==> src/rtl/alu_pkg.sv <==
// rtl/alu_pkg.sv - shared opcode and state types for seq_alu
package alu_pkg;

  typedef enum logic [2:0] {
    OP_LD   = 3'b000,
    OP_SRA  = 3'b001,
    OP_ADD  = 3'b010,
    OP_ADC  = 3'b011,
    OP_XOR  = 3'b100,
    OP_SLL  = 3'b101,
    OP_TNEG = 3'b110,
    OP_TEQZ = 3'b111
  } alu_op_t;

  typedef enum logic [1:0] {
    IDLE  = 2'd0,
    SHIFT = 2'd1,
    DONE  = 2'd2
  } alu_state_t;

  function automatic logic is_shift(alu_op_t op);
    return (op == OP_SRA) || (op == OP_SLL);
  endfunction

endpackage

==> src/rtl/alu_shift_unit.sv <==
// rtl/alu_shift_unit.sv - one-bit-per-cycle shifter with countdown and last-out bit
module alu_shift_unit
  import alu_pkg::*;
#(
  parameter int WIDTH = 8,
  parameter int SHW   = $clog2(WIDTH)
) (
  input  logic             clk,
  input  logic             resetn,
  input  logic             load,
  input  logic             step,
  input  logic             left,
  input  logic [WIDTH-1:0] load_data,
  input  logic [SHW-1:0]   load_count,
  output logic [WIDTH-1:0] data,
  output logic             last_out,
  output logic             count_zero
);

  logic [SHW-1:0] count;
  logic           dir_left;

  assign count_zero = (count == '0);

  // Direction is latched at load so the top does not need to keep the opcode.
  always_ff @(posedge clk) begin
    if (!resetn) begin
      data     <= '0;
      count    <= '0;
      last_out <= 1'b0;
      dir_left <= 1'b0;
    end else if (load) begin
      data     <= load_data;
      count    <= load_count;
      last_out <= 1'b0;
      dir_left <= left;
    end else if (step && !count_zero) begin
      if (dir_left) begin
        last_out <= data[WIDTH-1];
        data     <= {data[WIDTH-2:0], 1'b0};
      end else begin
        last_out <= data[0];
        data     <= {data[WIDTH-1], data[WIDTH-1:1]};
      end
      count <= count - 1'b1;
    end
  end

endmodule

==> src/rtl/seq_alu.sv <==
// rtl/seq_alu.sv - multi-cycle ALU with valid/ready handshakes and registered carry
module seq_alu
  import alu_pkg::*;
#(
  parameter int WIDTH = 8,
  localparam int SHW  = $clog2(WIDTH)
) (
  input  logic             Clk,
  input  logic             Reset,
  input  logic             in_valid,
  output logic             in_ready,
  input  logic [2:0]       ALUOp,
  input  logic [WIDTH-1:0] inA,
  input  logic [WIDTH-1:0] inB,
  output logic             out_valid,
  input  logic             out_ready,
  output logic [WIDTH-1:0] rslt,
  output logic             carry_out,
  output logic             taken,
  output logic             carry_flag
);

  alu_state_t       state, state_next;
  alu_op_t          op;
  logic             accept;
  logic             shift_load, shift_step;
  logic [WIDTH-1:0] sh_data;
  logic             sh_last, sh_zero;
  logic [WIDTH:0]   sum;
  logic [WIDTH-1:0] comb_rslt;
  logic             comb_carry, comb_taken;

  assign op        = alu_op_t'(ALUOp);
  assign in_ready  = (state == IDLE);
  assign out_valid = (state == DONE);
  assign accept    = in_valid && in_ready;

  alu_shift_unit #(.WIDTH(WIDTH), .SHW(SHW)) u_shift (
    .clk        (Clk),
    .resetn     (Reset),
    .load       (shift_load),
    .step       (shift_step),
    .left       (op == OP_SLL),
    .load_data  (inA),
    .load_count (inB[SHW-1:0]),
    .data       (sh_data),
    .last_out   (sh_last),
    .count_zero (sh_zero)
  );

  // Carry-in only participates for ADC; the sum is one bit wider to expose the carry.
  assign sum = {1'b0, inA} + {1'b0, inB} + {{WIDTH{1'b0}}, (op == OP_ADC) && carry_flag};

  always_comb begin
    comb_rslt  = '0;
    comb_carry = 1'b0;
    comb_taken = 1'b0;
    case (op)
      OP_LD:   comb_rslt = inB;
      OP_ADD,
      OP_ADC:  {comb_carry, comb_rslt} = sum;
      OP_XOR:  comb_rslt = inA ^ inB;
      OP_TNEG: comb_taken = inA[WIDTH-1];
      OP_TEQZ: comb_taken = (inA == '0);
      default: ;
    endcase
  end

  always_ff @(posedge Clk) begin
    if (!Reset) state <= IDLE;
    else        state <= state_next;
  end

  always_comb begin
    state_next = state;
    shift_load = 1'b0;
    shift_step = 1'b0;
    case (state)
      IDLE: begin
        if (accept) begin
          shift_load = is_shift(op);
          state_next = is_shift(op) ? SHIFT : DONE;
        end
      end
      SHIFT: begin
        if (sh_zero) state_next = DONE;
        else         shift_step = 1'b1;
      end
      DONE: begin
        if (out_ready) state_next = IDLE;
      end
      default: state_next = IDLE;
    endcase
  end

  always_ff @(posedge Clk) begin
    if (!Reset) begin
      rslt       <= '0;
      carry_out  <= 1'b0;
      taken      <= 1'b0;
      carry_flag <= 1'b0;
    end else if (state == IDLE && accept && !is_shift(op)) begin
      rslt      <= comb_rslt;
      carry_out <= comb_carry;
      taken     <= comb_taken;
      if (op == OP_ADD || op == OP_ADC) carry_flag <= comb_carry;
    end else if (state == SHIFT && sh_zero) begin
      rslt       <= sh_data;
      carry_out  <= sh_last;
      taken      <= 1'b0;
      carry_flag <= sh_last;
    end
  end

endmodule
==> config.mk <==
export PLATFORM = sky130hd
export DESIGN_NAME = seq_alu
export DESIGN_NICKNAME = d
export VERILOG_FILES = /design/src/rtl/alu_pkg.sv /design/src/rtl/alu_shift_unit.sv /design/src/rtl/seq_alu.sv
export SDC_FILE = /design/constraint.sdc
export NUM_CORES = 1
export LEC_CHECK = 0
export BUFFER_PORTS_ARGS = -buffer_cell sky130_fd_sc_hd__buf_2
export CORE_ASPECT_RATIO = 0.5
export CORE_MARGIN = 3
export CORE_UTILIZATION = 50
export CTS_BUF_LIST = sky130_fd_sc_hd__clkbuf_4 sky130_fd_sc_hd__clkbuf_8
export CTS_CLUSTER_SIZE = 16
export DETAILED_ROUTE_END_ITERATION = 6
export PLACE_DENSITY_LB_ADDON = 0.3
export REMOVE_ABC_BUFFERS = 1
export SYNTH_ARGS = -nofsm -noshare
export SYNTH_HDL_FRONTEND = slang
export SYNTH_SLANG_ARGS = --single-unit
==> constraint.sdc <==
create_clock -name Clk -period 6.5 [get_ports Clk]
set_input_delay 0.65 -clock Clk [delete_from_list [all_inputs] [get_ports Clk]]
set_output_delay 0.65 -clock Clk [all_outputs]
set_load 0.005 [all_outputs]
==> results of run 1 <==
## through the flow
stage / instance area, sq um / cells / setup WS (ns) / power [mW]
after floorplan: 1857 / 231 / 3.800 / 0.2458
after global placement: 2103 / 318 / 3.419 / 0.2812
after detailed placement: 2103 / 318 / 3.361 / 0.2835
after CTS: 2175 / 322 / 3.638 / 0.4200
after global routing: 2175 / 322 / 3.479 / 0.4411
final: 2175 / 322 / 3.593 / 0.4216
## worst paths after layout
path	endpoint	slack (ns)	cells past startpoint
worst max-delay path	rslt[6]	3.59	10
worst min-delay path	rslt[1]	0.48	2
worst max register to register	rslt[6]	4.17	8
worst min register to register	rslt[1]	0.48	2
## layer usage
| metal | part of all wire [%] | routed length, um | vias to the layer above |
|---|---|---|---|
| li1 | - | - | 949 |
| met4 | 0.90 | 49 | 0 |
| met2 | 45 | 2416 | 75 |
| met1 | 46 | 2518 | 911 |
| met3 | 8.0 | 436 | 6 |
| met5 | 0 | 0 | - |
## report_power, final
group / switching, mW / internal (mW) / total [mW]
clock network: 0.0568 / 0.0825 / 0.139
registers: 0.00809 / 0.169 / 0.177
logic: 0.0609 / 0.0446 / 0.105
total: 0.126 / 0.296 / 0.422
## cells in the mapped netlist, types with 2 or more instances
cell / count
ha_1: 10
o221ai_1: 2
dfxtp_1: 26
nor3b_2: 2
nand2b_1: 3
nand3_1: 3
mux2i_1: 13
a311oi_1: 3
a211oi_1: 10
fa_1: 2
o31a_1: 3
xnor2_1: 2
inv_1: 9
or2_1: 3
and2_1: 2
buf_2: 5
nor2_1: 25
nor4_1: 2
o21a_1: 6
nand2_1: 35
clkbuf_1: 8
o21ai_0: 9
nor3_1: 8
nor2b_1: 6
o22ai_1: 3
a21oi_1: 13
o211ai_1: 10
## sequential cells by signal, summed over array words and instances (netlist names), 2 cells and up
| signal | count |
|---|---|
| state | 2 |
| rslt | 8 |
| u_shift.count | 3 |
| u_shift.data | 8 |
## worst reg2reg max path, stage by stage, from the launching register on
cell	delay, ns
dfxtp_1	0.38
nand3_1	0.10
fa_1	0.42
fa_1	0.46
nor2b_4	0.13
o31a_1	0.18
a2111oi_0	0.10
or2_1	0.24
a221oi_2	0.25
## logic make-up after synthesis
family | count (synthesis) | synth area share, %
DFF | 26 | 27.12
buffers and inverters | 23 | 5.019
AOI/OAI and AO/OA | 70 | 25.82
and+or+nand+nor | 98 | 25.29
adders and majority gates | 12 | 8.605
muxes | 13 | 6.779
xor gates and xnor gates | 3 | 1.369
## area by class of cell
cell class	count	area share, %
inverter	9	1.554
tap	51	2.934
clock buffer	3	1.899
sequential	26	23.94
clock inverter	1	1.381
multi-input combinational	196	59.90
timing repair buffer	36	8.400
==> metrics.txt, run 1 <==
status=finished, final reports clean; Final Setup Violations=0; kind of critical path=input port to flop; critical path cell sequence=buf_2, nor2b_1, nand3_1, fa_1, fa_1, nor2b_4, o31a_1, a2111oi_0, or2_1, a221oi_2; Post-CTS Hold Fix Bufs=0; initial drt markers=153; R2R Path Start=carry_flag; Crit path required time=6.70 ns; TritonCTS buffer count=3; Sum Neg Setup Slack=0 ns; hold path startpoint=rslt[1]; number of diodes=0; clk root buf=clkbuf_8; GR Util met1=36.34%; first-pass GRT wire length=8756 um; max frequency=344.0 MHz; flops & latches, synth=26; GR peak layer=met1; CP max-delay cell=fa_1; Multi-input gate area=1303 sq um; starting density of the core=53.82%; fin util=60.98%; Worst Tran Pin Value=0.9021 ns; gr usage total=23.81%; ys flop type=dfxtp_1; FILL cells=335; Hold Vio Cnt, Final=0; clk_lat worst skew=0.28 ns; Chip Height=49.81 um; register area share after synthesis=27.12%; clock skew=0.006441 ns; Die W=93.62 um; CP peak stage delay=0.46 ns; Post-synth EDFFs=0; worst hold margin=0.4843 ns; CTS tree=done; nets@finish=307; RSZ-0062 raised after global routing=no; vias in the first global route=1760; Post-Syn Instances=245; clock buffer depth=2; leading post-synthesis cells by cell area=dfxtp_1 (27%), nand2_1 (6.8%), mux2i_1 (6.8%); Hold Path Class=flop to flop; Crit path max-delay family=adder cells; Worst setup SP type=input port; die area=4663 sq um; Slew Viols, Final=0; Register Area=520.5 sq um; commonest cells after routing, fill and taps aside=nand2_1 (35), buf_2 (35), dfxtp_1 (26), nor2_1 (25); final wirelength=5420 um; via count=1941; GP Congestion=0.9049; VDD IR max=0.07787 mV; CP bufs+invs=1; Yosys cell types=49; H-tree levels=1; Period minus WS final=2.907 ns; number of max-cap violations=0; initial antenna violation count=0; clk sinks=26; post-CTS resize count=0; Post-synth ARST share=0%; Post-CTS Setup Inserts=0; M3 GR Usage=3.201%; area grow syn2layout=13.30%; grt total ovfl=0; Worst Path Max Fanout=16; CP Launch Point=ALUOp[2]; I/O pins=36; pwr dens=193.9 nW/um^2; syn avg cell area=7.834 sq um; average wire per standard cell=16.83 um; Synthesis Warnings=0; synthesized area=1919 sq um; Core ar.=3566 sq um; clock-pin transition on the worst setup and hold timing paths=0.10 ns; post-synth top area share=27.12%; Leak Pwr=0.8588 nW; port buffer count=35; Detail Placement HPWL=4023 um; Worst Path Arrival=3.11 ns; Synth area leader=dfxtp_1; largest net degree at the start of global routing=24; drt pass-1 iters=4; Via density=6.028; share of cells above drive strength 1=16.61%; crit share post-route=44.73%; Routed Antenna Nets=0; Remaining DRCs=0; CP endpoint kind=flop; Slew Limit Headroom=39.64%; FP Rows=15; most frequent CP cell=fa_1; met2 usage=35.74%
(Power assumes the default switching activity.)
==> inputs of run 2 (changes only) <==
==> constraint.sdc (replaced) <==
create_clock -name Clk -period 3 [get_ports Clk]
set_input_delay 0.3 -clock Clk [delete_from_list [all_inputs] [get_ports Clk]]
set_output_delay 0.3 -clock Clk [all_outputs]
set_load 0.005 [all_outputs]
==> metrics.txt, run 2 (synthesis results as in run 1) <==
status=finished, final reports clean (unchanged); clock skew=0.004022 ns (was 0.006441 ns); average wire per standard cell=16.48 um (was 16.83 um); Period minus WS final=2.513 ns; FP Rows=15 (unchanged); VDD IR max=0.2134 mV (was 0.07787 mV); clock-pin transition on the worst setup and hold timing paths=0.10 ns (about the same); drt pass-1 iters=4 (unchanged); clk sinks=26 (unchanged); Via density=5.975 (was 6.028); GP Congestion=0.9563 (was 0.9049); H-tree levels=1 (unchanged); RSZ-0062 raised after global routing=no (unchanged); Final Setup Violations=0 (unchanged); crit share post-route=83.78%; pwr dens=419.5 nW/um^2 (was 193.9 nW/um^2); Min-Delay Path Depth=3 (was 2); Worst setup SP type=input port (unchanged); vias in the first global route=1788 (was 1760); Reg2Reg Capture Point=rslt[6] (unchanged); Worst R2R Setup Slack=0.70 ns (was 4.17 ns); initial antenna violation count=0 (unchanged); Leak Pwr=0.8636 nW (was 0.8588 nW); commonest cells after routing, fill and taps aside=nand2_1 (35), buf_2 (35), dfxtp_1 (26), nor2_1 (25) (unchanged); TritonCTS buffer count=3 (unchanged); Post-CTS Hold Fix Bufs=0 (unchanged); first-pass GRT wire length=9225 um (was 8756 um); Chip Height=49.81 um (unchanged); Post-CTS Setup Inserts=0 (unchanged); clk_lat worst skew=0.28 ns (about the same); slack of the critical path=0.4867 ns (was 3.593 ns); gr usage total=24.87% (was 23.81%); Worst Path Max Fanout=12 (was 16); number of diodes=0 (unchanged); Remaining DRCs=0 (unchanged); share of cells above drive strength 1=16.91% (was 16.61%); Worst Tran Pin Value=0.8645 ns (was 0.9021 ns); I/O pins=36 (unchanged); die area=4663 sq um (unchanged); largest net degree at the start of global routing=22 (was 24); R2R Path Start=carry_flag (unchanged); Slew Limit Headroom=42.16% (was 39.64%); Crit path required time=3.20 ns (was 6.70 ns); port buffer count=35 (unchanged); CTS tree=done (unchanged); clock buffer depth=2 (unchanged); starting density of the core=53.82% (unchanged); post-CTS resize count=0 (unchanged); Worst Path Arrival=2.72 ns (was 3.11 ns); Top Registers=rslt: 8 flops, u_shift.data: 8 flops, u_shift.count: 3 flops (unchanged); clk root buf=clkbuf_8 (unchanged); Sum Neg Setup Slack=0 ns (unchanged); Hold Path Class=input port to flop (was flop to flop); Die W=93.62 um (unchanged); nets@finish=308 (was 307); via count=1930 (was 1941); CP Launch Point=ALUOp[1] (was ALUOp[2]); pre-CTS WS=0.2082 ns (was 3.361 ns); kind of critical path=input port to flop (unchanged); number of max-cap violations=0 (unchanged); max frequency=397.9 MHz; area grow syn2layout=13.69% (was 13.30%); worst reg2reg path depth=8 (unchanged); final wirelength=5323 um (was 5420 um); grt total ovfl=0 (unchanged); Slew Viols, Final=0 (unchanged); Core ar.=3566 sq um (unchanged); Hold Vio Cnt, Final=0 (unchanged); initial drt markers=147 (was 153); worst setup path endpoint=rslt[6] (unchanged); CP endpoint kind=flop (unchanged); Detail Placement HPWL=4025 um (was 4023 um); Routed Antenna Nets=0 (unchanged)
[run 2: changes by cell type in the layout (fill, tap and decap cells not counted), sizes merged]
cell / before / now
buf: 36 / 37
[run 2: cell type report]
cell class	count	area (sq um)
clock buffer	3	41.29
clock inverter	1	30.03
fill	330	1384
inverter	9	33.78
multi-input combinational	196	1303
sequential	26	520.5
tap	51	63.81
timing repair buffer	37	190.2
[run 2: routing by layer]
metal / part of all wire, % / track usage [%] / vias to the layer above
met5: 0 / 0 / -
met4: 0.41 / 3.118 / 0
met3: 8.4 / 4.116 / 4
met2: 43 / 37.28 / 66
met1: 48 / 38.13 / 913
li1: - / - / 947
[run 2: worst min path at each step]
stage / slack [ns] / start / endpoint
finish: 0.27 / out_ready / state[1]
global route: 0.27 / out_ready / state[1]
CTS: 0.28 / out_ready / state[1]
detailed placement: 0.47 / rslt[0] / rslt[0]
global placement: 0.48 / rslt[0] / rslt[0]
floorplan: 0.43 / Reset / rslt[3]
[run 2: worst max-delay path: stages]
cell	delay, ns
buf_2	0.19
nor2b_1	0.31
nand3_1	0.14
fa_1	0.42
fa_1	0.46
nor2b_4	0.14
o31a_1	0.17
a2111oi_0	0.10
or2_1	0.24
a221oi_2	0.25
[run 2: power breakdown]
| part | switching (mW) | internal, mW |
|---|---|---|
| sequential | 0.0171 | 0.365 |
| combinational | 0.132 | 0.0978 |
| clock | 0.124 | 0.179 |
[run 2: through the flow]
stage	area, sq um	std cells	power (mW)	utilization (%)	hold slack (ns)
3_5_place_dp	2111	319	0.6154	59.19	0.4741
6_report	2182	323	0.9153	61.19	0.2741
2_1_floorplan	1857	231	0.5325	-	0.4348
5_1_grt	2182	323	0.9688	61.19	0.2661
4_1_cts	2182	323	0.9123	61.19	0.2755
3_3_place_gp	2111	319	0.6106	59.19	0.4763
